[src/rtl/pipe_hazard_ctrl.sv]
// pipe_hazard_ctrl
//   Stall/flush controller for an N-stage in-order pipeline (stage 0 youngest).
//   The stall path is combinational. A flush whose source stage is frozen by an
//   older stall is held pending and issued in the first unblocked cycle. The
//   block also counts request-stall cycles and raises a sticky deadlock flag.
// Ports
//   clk, rst      rising-edge clock, synchronous active-high reset
//   rdy_in        global ready; 0 freezes the whole pipe
//   stall_req_i   per-stage stall request (level)
//   flush_req_i   per-stage flush request (pulse, bit 0 ignored)
//   cnt_clr_i     synchronous clear of stall_cnt_o
//   stall_o       per-stage register hold
//   bubble_o      per-stage NOP insert
//   flush_o       per-stage invalidate
//   stall_cnt_o   saturating request-stall cycle count
//   timeout_o     sticky stall-deadlock flag
module pipe_hazard_ctrl #(
    parameter int NUM_STAGES = 5,
    parameter int CNT_W      = 32,
    parameter int TIMEOUT    = 1024
) (
    input  logic                  clk,
    input  logic                  rst,
    input  logic                  rdy_in,
    input  logic [NUM_STAGES-1:0] stall_req_i,
    input  logic [NUM_STAGES-1:0] flush_req_i,
    input  logic                  cnt_clr_i,
    output logic [NUM_STAGES-1:0] stall_o,
    output logic [NUM_STAGES-1:0] bubble_o,
    output logic [NUM_STAGES-1:0] flush_o,
    output logic [CNT_W-1:0]      stall_cnt_o,
    output logic                  timeout_o
);

    localparam int IW = (NUM_STAGES > 1) ? $clog2(NUM_STAGES) : 1;
    localparam int WW = $clog2(TIMEOUT + 1);

    logic [IW-1:0]         pend_q, pend_d;
    logic [CNT_W-1:0]      cnt_q, cnt_d;
    logic [WW-1:0]         wd_q, wd_d;
    logic                  to_q, to_d;

    logic                  any_stall;
    logic [IW-1:0]         k, jn, j;
    logic                  issue;
    logic [NUM_STAGES-1:0] stall_path, bubble_path, flush_mask;

    always_comb begin
        any_stall = |stall_req_i;
        k  = '0;
        jn = '0;
        for (int unsigned i = 0; i < NUM_STAGES; i++) begin
            if (stall_req_i[i]) k = IW'(i);
        end
        for (int unsigned i = 1; i < NUM_STAGES; i++) begin
            if (flush_req_i[i]) jn = IW'(i);
        end
        // Oldest requester wins; pending register doubles as the "none" (0) source.
        j = (jn > pend_q) ? jn : pend_q;
        issue = rdy_in && (j != '0) && (!any_stall || (j > k));

        for (int unsigned i = 0; i < NUM_STAGES; i++) begin
            stall_path[i]  = any_stall && (i <= 32'(k));
            bubble_path[i] = any_stall && (i == 32'(k) + 32'd1);
            flush_mask[i]  = issue && (i < 32'(j));
        end

        stall_o     = '0;
        bubble_o    = '0;
        flush_o     = '0;
        stall_cnt_o = '0;
        timeout_o   = 1'b0;
        if (!rst) begin
            stall_cnt_o = cnt_q;
            timeout_o   = to_q;
            if (!rdy_in) begin
                stall_o = '1;
            end else begin
                stall_o  = stall_path & ~flush_mask;
                bubble_o = bubble_path & ~flush_mask;
                flush_o  = flush_mask;
            end
        end

        // While frozen, j already folds in pend_q, so pending holds or is upgraded.
        pend_d = issue ? '0 : j;

        cnt_d = cnt_q;
        if (cnt_clr_i) begin
            cnt_d = '0;
        end else if (rdy_in && any_stall && (cnt_q != '1)) begin
            cnt_d = cnt_q + 1'b1;
        end

        wd_d = wd_q;
        to_d = to_q;
        if (rdy_in) begin
            if (!any_stall) begin
                wd_d = '0;
            end else if (!to_q) begin
                wd_d = wd_q + 1'b1;
                if (wd_q == WW'(TIMEOUT - 1)) to_d = 1'b1;
            end
        end
    end

    always_ff @(posedge clk) begin
        if (rst) begin
            pend_q <= '0;
            cnt_q  <= '0;
            wd_q   <= '0;
            to_q   <= 1'b0;
        end else begin
            pend_q <= pend_d;
            cnt_q  <= cnt_d;
            wd_q   <= wd_d;
            to_q   <= to_d;
        end
    end

endmodule

[config.mk]
export PLATFORM = sky130hd
export DESIGN_NAME = pipe_hazard_ctrl
export DESIGN_NICKNAME = d
export VERILOG_FILES = /design/src/rtl/pipe_hazard_ctrl.sv
export SDC_FILE = /design/constraint.sdc
export NUM_CORES = 1
export LEC_CHECK = 0
export ABC_AREA = 1
export CAP_MARGIN = 20
export CORE_MARGIN = 4
export CORE_UTILIZATION = 43
export DETAILED_ROUTE_END_ITERATION = 12
export PLACE_DENSITY_LB_ADDON = 0.3
export SYNTH_ARGS = -nofsm -noshare
export SYNTH_HDL_FRONTEND = slang
export SYNTH_SLANG_ARGS = --single-unit
export TNS_END_PERCENT = 1
[constraint.sdc]
create_clock -name clk -period 5.38 [get_ports clk]
set_input_delay 0.538 -clock clk [delete_from_list [all_inputs] [get_ports clk]]
set_output_delay 0.538 -clock clk [all_outputs]
set_load 0.03 [all_outputs]
==> results of run 1 <==
metal layers:
metal  vias to the layer above  part of all wire (%)
met1                      1664                    44
li1                       1929                     -
met5                         -                     0
met2                        90                    48
met4                         0                   2.9
met3                        20                   5.4
kinds of logic after synthesis:
family | Yosys count
DFF | 47
xor gates and xnor gates | 11
other | 1
AOI/OAI and AO/OA | 60
and+or+nand+nor | 373
adders and majority gates | 8
buffers and inverters | 92
critical path, cell delays in order:
cell             delay [ns]
clkdlybuf4s50_1        0.51
inv_1                  0.06
o21ai_0                0.11
inv_1                  0.08
ha_1                   0.29
nand3_1                0.11
nand2_1                0.11
nand2_1                0.11
nand2_1                0.06
nand2_1                0.14
inv_1                  0.07
ha_1                   0.30
nand3_1                0.06
nand2_1                0.06
inv_1                  0.04
nand2_1                0.05
nand2_1                0.10
nand2_1                0.13
inv_1                  0.07
nand2_1                0.09
nand2_1                0.05
a21oi_1                0.12
clkdlybuf4s50_1        0.69
cells in the final DEF, fill, tap and decap left out, types with 3 or more instances in the layout:
cell type | Yosys | layout
nor2_2 | 4 | 4
o21ai_0 | 14 | 14
nand3_1 | 31 | 31
nor3_1 | 7 | 7
dfxtp_1 | 47 | 47
inv_2 | 3 | 3
inv_1 | 74 | 74
clkdlybuf4s50_1 | 0 | 58
nand4_1 | 5 | 5
nand3b_1 | 3 | 3
ha_1 | 8 | 8
nor2_1 | 116 | 116
a21oi_1 | 43 | 43
nand2_1 | 198 | 198
clkbuf_8 | 0 | 5
xor2_1 | 10 | 10
cell type report:
cell class                 instances  area, µm²
clock buffer                       5       68.8
inverter                          78        293
fill                             782       3330
tap                               99        124
sequential                        47        941
timing repair buffer              59        586
clock inverter                     3       26.3
multi-input combinational        453       2040
state kept, by name, summed over array words and instances, names as in the netlist:
| signal | count |
|---|---|
| cnt_q | 32 |
| pend_q | 3 |
| to_q | 1 |
| wd_q | 11 |
worst min-delay path by stage:
stage	from	end	slack, ns	cells past startpoint
4_1_cts	wd_q[8]	wd_q[8]	0.46	2
5_1_grt	wd_q[8]	wd_q[8]	0.49	2
3_3_place_gp	wd_q[8]	wd_q[8]	0.43	2
3_5_place_dp	wd_q[8]	wd_q[8]	0.44	2
6_report	wd_q[8]	wd_q[8]	0.45	2
2_1_floorplan	wd_q[8]	wd_q[8]	0.42	2
per-stage QoR:
stage	cell area (µm²)	setup slack, ns	std cells	hold WS [ns]
floorplan	3350	1.91	592	0.423
global placement	3980	1.02	736	0.430
detailed placement	3980	0.891	736	0.439
CTS	4070	0.881	744	0.455
global route	4070	0.597	744	0.486
finish	4070	0.894	744	0.452
power breakdown:
group          switching, mW  internal, mW  total, mW
combinational          0.150        0.0798      0.229
sequential           0.00607         0.357      0.363
clock                  0.138        0.0959      0.234
==> metrics.cfg, run 1 <==
[synthesis]
syn-num-nets=614
ys_warn_count=0
ys_seq_elements=47
synth_compound_area_share_pct=9.25
synth-adder-area-share_pct=2.99
synthXorXnorAreaFrac_pct=2.87
syn_inst=592
synth.largest_area_cell=dfxtp_1
avgSynthCellArea_um2=5.66
synth-main-ff-cell=dfxtp_1
synth_mux_area_share_pct=0
yosys.area_share.simple_pct=45.5
synth_most_common_cell=nand2_1
synth_top_family_by_area=simple AND/OR/NAND/NOR gates
synth_commonest_cells=nand2_1, nor2_1, inv_1
synthesis.area_um2=3350
synth_top_area_share_pct=28.1
ys_top_cells_by_area=dfxtp_1, nand2_1, nor2_1, inv_1, a21oi_1
async_flop_share_pct=0
yosysSeqAreaShare_pct=28.1
netlist-cell-type-count=31
synth_edf_count=0

[detailed_routing]
drt-initial-drc-count=174
viasPerCell=4.98
routedWlPerCell_um=12.2
drtAntennaViolNets=0
vias=3703
drt-total-wl_mm=9.07
detail_route.first_pass.iterations=4
drc=0

[clock_tree]
htree_levels=2
numClockSinks=47
cts.hold.buffers_added=0
clockBufferDepth=2
cts_setup_buffers=0
clk_latency_ns=0.32
cts_made_buffers=5
cts-root-buf=clkbuf_8
clkTransAtPathRegs_ns=0.11
cts_tree=yes
ctsResizeCount=0

[worst_setup_path]
crit_end=stall_o[4]
reg2reg_depth=17
crit_start=flush_req_i[4]
r2r_start=pend_q[2]
ff2ff_setup_slack_ns=2.97
cp.required_ns=4.84
path_max_fanout=5
cp-end-kind=output pin
worstPathArrival_ns=3.95
rr_endpoint=pend_q[1]
cp-start-kind=input pin
critPathKind=input pin to output pin

[floorplanning]
dieArea_um2=9270
design.core.area_um2=7410
rows=31
io_pins=62
die_y_um=96.3
die_w_um=96.3
start_util_pct=45.3

[layout]
fin_nets=666
diodes=0
drive_gt1_share_pct=3.72
final_util_pct=55.0
area_delta_synth_final_pct=21.5

[timing]
finalHoldViolations=0
final_max_slew_viol_count=0
rsz0062_at_grt=no
final.period_utilization_pct=83.4
max_slew_margin_pct=44.6
fmaxAchievable_mhz=223
setup-tns-final_ns=0
worstMarginPinSlew_ns=0.832
setup_viol=0
skew_ns=0.0108
min_period_ns=4.49

[pwr]
p_leak_nw=1.56
finalPower_uw=827
powerDensity_nw_per_um2=203
irDropWorstVdd_v=0.0000949

[global_routing]
grt_util_met3_pct=3.60
grt_most_used_layer=met2
track_usage_pct=20.7
antenna_found_initial=0
grt_pass1_vias=3530
gr-total-overflow=0
grt_pass1_wl_mm=15.4
met2_usage_pct=36.4
use_met1_pct=24.9
grt_max_degree=49

[placement]
place.port_buffers=59
routabilityCongestion=0.920
hpwl_mm=6.96

[flow_run]
drv_cap=0

[status]
status=finished, final reports clean

[min_path]
hp-class=register to register

No activity file was read; power rests on OpenSTA's default activity.
==> run 2: changes to the inputs <==
Clock period 5.38 ns to 4.44 ns, I/O delays scaled along.
==> metrics.cfg, run 2 (synthesis gave the netlist of run 1 again) <==
[layout]
area_delta_synth_final_pct=22.9
largest_reg_flops=32
layout_common_cells=nand2_1, nor2_1, inv_1, clkdlybuf4s50_1, dfxtp_1
fin_nets=666
final_area_um2=4120
final_common_cell=nand2_1
drive_gt1_share_pct=3.72
multi_input_area_um2=2040
reg.largest.list=cnt_q (32), wd_q (11), pend_q (3)
final-seq-area_um2=941
layout.filler_cells=747
top_register=cnt_q
diodes=0

[global_routing]
track_usage_pct=20.4
gr-total-overflow=0
met2_usage_pct=36.2
grt_pass1_wl_mm=15.2
grt_util_met3_pct=3.36
grt_pass1_vias=3505
grt_most_used_layer=met2
grt_max_degree=49
use_met1_pct=24.7
antenna_found_initial=0

[worst_setup_path]
crit_family=buffers and inverters
ff2ff_setup_slack_ns=2.05
cp-end-kind=output pin
critPathSlowestCell=clkdlybuf4s50_1
cpMostUsedCell=nand2_1
path_cells=clkdlybuf4s50_1 -> inv_1 -> o21ai_0 -> inv_1 -> ha_1 -> nand3_1 -> nand2_1 -> nand2_1 -> nand2_1 -> nand2_1 -> inv_1 -> ha_1 -> nand3_1 -> nand2_1 -> inv_1 -> nand2_1 -> nand2_1 -> nand3_1 -> nand3b_1 -> inv_1 -> clkdlybuf4s50_1
worstPathArrival_ns=3.68
path_max_fanout=5
r2r_start=pend_q[2]
critPathBufInv=7
cp-start-kind=input pin
cpPeakStageDelay_ns=0.66
cp.required_ns=4.00
rr_endpoint=pend_q[1]
critPathKind=input pin to output pin
reg2reg_depth=17

[floorplanning]
start_util_pct=45.3
rows=31
dieArea_um2=9270
die_y_um=96.3
io_pins=62
design.core.area_um2=7410
die_w_um=96.3

[pwr]
irDropWorstVdd_v=0.000160
power_switching_share_pct=33.3
p_leak_nw=1.72
pwr-share-clk_pct=31.8
powerDensity_nw_per_um2=255
pwr-share-seq_pct=42.0
p_int_uw=699
power.share.combinational_pct=26.2
power_switching_uw=350
finalPower_mw=1.05

[timing]
rsz0062_at_grt=no
finalHoldViolations=0
worstMarginPinSlew_ns=0.828
skew_ns=0.00966
fmaxAchievable_mhz=242
final_max_slew_viol_count=0
setup_viol=0
hold_slack_ns=0.457
min_period_ns=4.13
max_slew_margin_pct=44.8
setup-tns-final_ns=0
final.period_utilization_pct=93.0

[clock_tree]
cts_setup_buffers=0
cts_tree=yes
htree_levels=2
clk_latency_ns=0.31
clkTransAtPathRegs_ns=0.10
cts-root-buf=clkbuf_8
numClockSinks=47
cts_made_buffers=5
clockBufferDepth=2

[detailed_routing]
viasPerCell=4.92
detail_route.first_pass.iterations=4
drt-total-wl_mm=9.14
vias=3660
drc=0
drt-initial-drc-count=223
routedWlPerCell_um=12.3
drtAntennaViolNets=0

[placement]
routabilityCongestion=0.907
place_area_um2=3980
hpwl_mm=7.05
place.port_buffers=59

[flow_run]
drv_cap=0

[status]
status=finished, final reports clean

[min_path]
hp-class=register to register
hold_depth=2
hold_end=wd_q[8]
hp-start=wd_q[8]

run 2: cell type report:
type | count | area share, %
inverter | 78 | 7.11
clock buffer | 5 | 1.67
clock inverter | 3 | 1.15
tap | 99 | 3.01
sequential | 47 | 22.8
multi-input combinational | 453 | 49.4
timing repair buffer | 59 | 14.8
run 2: metal layers:
metal	part of all wire, %	vias up
li1	-	1926
met1	44	1620
met2	48	98
met3	5.7	16
met4	1.9	0
met5	0	-
run 2: worst reg2reg max path, delay by kind of cell, from the launching register on:
| family | cells | cell delay, ns |
|---|---|---|
| AOI/OAI and AO/OA | 1 | 0.17 |
| buffers and inverters | 3 | 0.17 |
| and+or+nand+nor | 11 | 1.00 |
| adders and majority gates | 2 | 0.61 |
| DFF | 1 | 0.35 |
run 2: worst max path at each step:
stage	from	endpoint	slack, ns	depth (start not counted)
after global routing	flush_req_i[4]	stall_o[2]	0.008	21
after floorplan	flush_req_i[3]	stall_o[1]	1.16	17
after global placement	flush_req_i[4]	stall_o[4]	0.27	23
after detailed placement	flush_req_i[4]	stall_o[4]	0.12	23
after CTS	flush_req_i[4]	stall_o[4]	0.11	23
final	flush_req_i[4]	stall_o[2]	0.31	21
run 2: per-stage QoR:
stage	utilization (%)	std cells	setup WS [ns]
final	55.6	744	0.312
after global routing	55.6	744	0.00828
after CTS	55.3	744	0.107
after detailed placement	53.7	736	0.124
after global placement	53.7	736	0.273
after floorplan	-	592	1.16
run 2: power by group through the flow:
| stage | sequential [mW] | clock, mW | combinational, mW |
|---|---|---|---|
| 2_1_floorplan | 0.448 | 0 | 0.200 |
| 3_3_place_gp | 0.449 | 0 | 0.266 |
| 3_5_place_dp | 0.450 | 0 | 0.277 |
| 4_1_cts | 0.440 | 0.345 | 0.278 |
| 5_1_grt | 0.441 | 0.358 | 0.310 |
| 6_report | 0.440 | 0.334 | 0.275 |
run 2: timing repair:
action,in CTS,in global routing
hold buffers,0,0
endpoints found under the setup margin,0,10
resized for setup,0,10
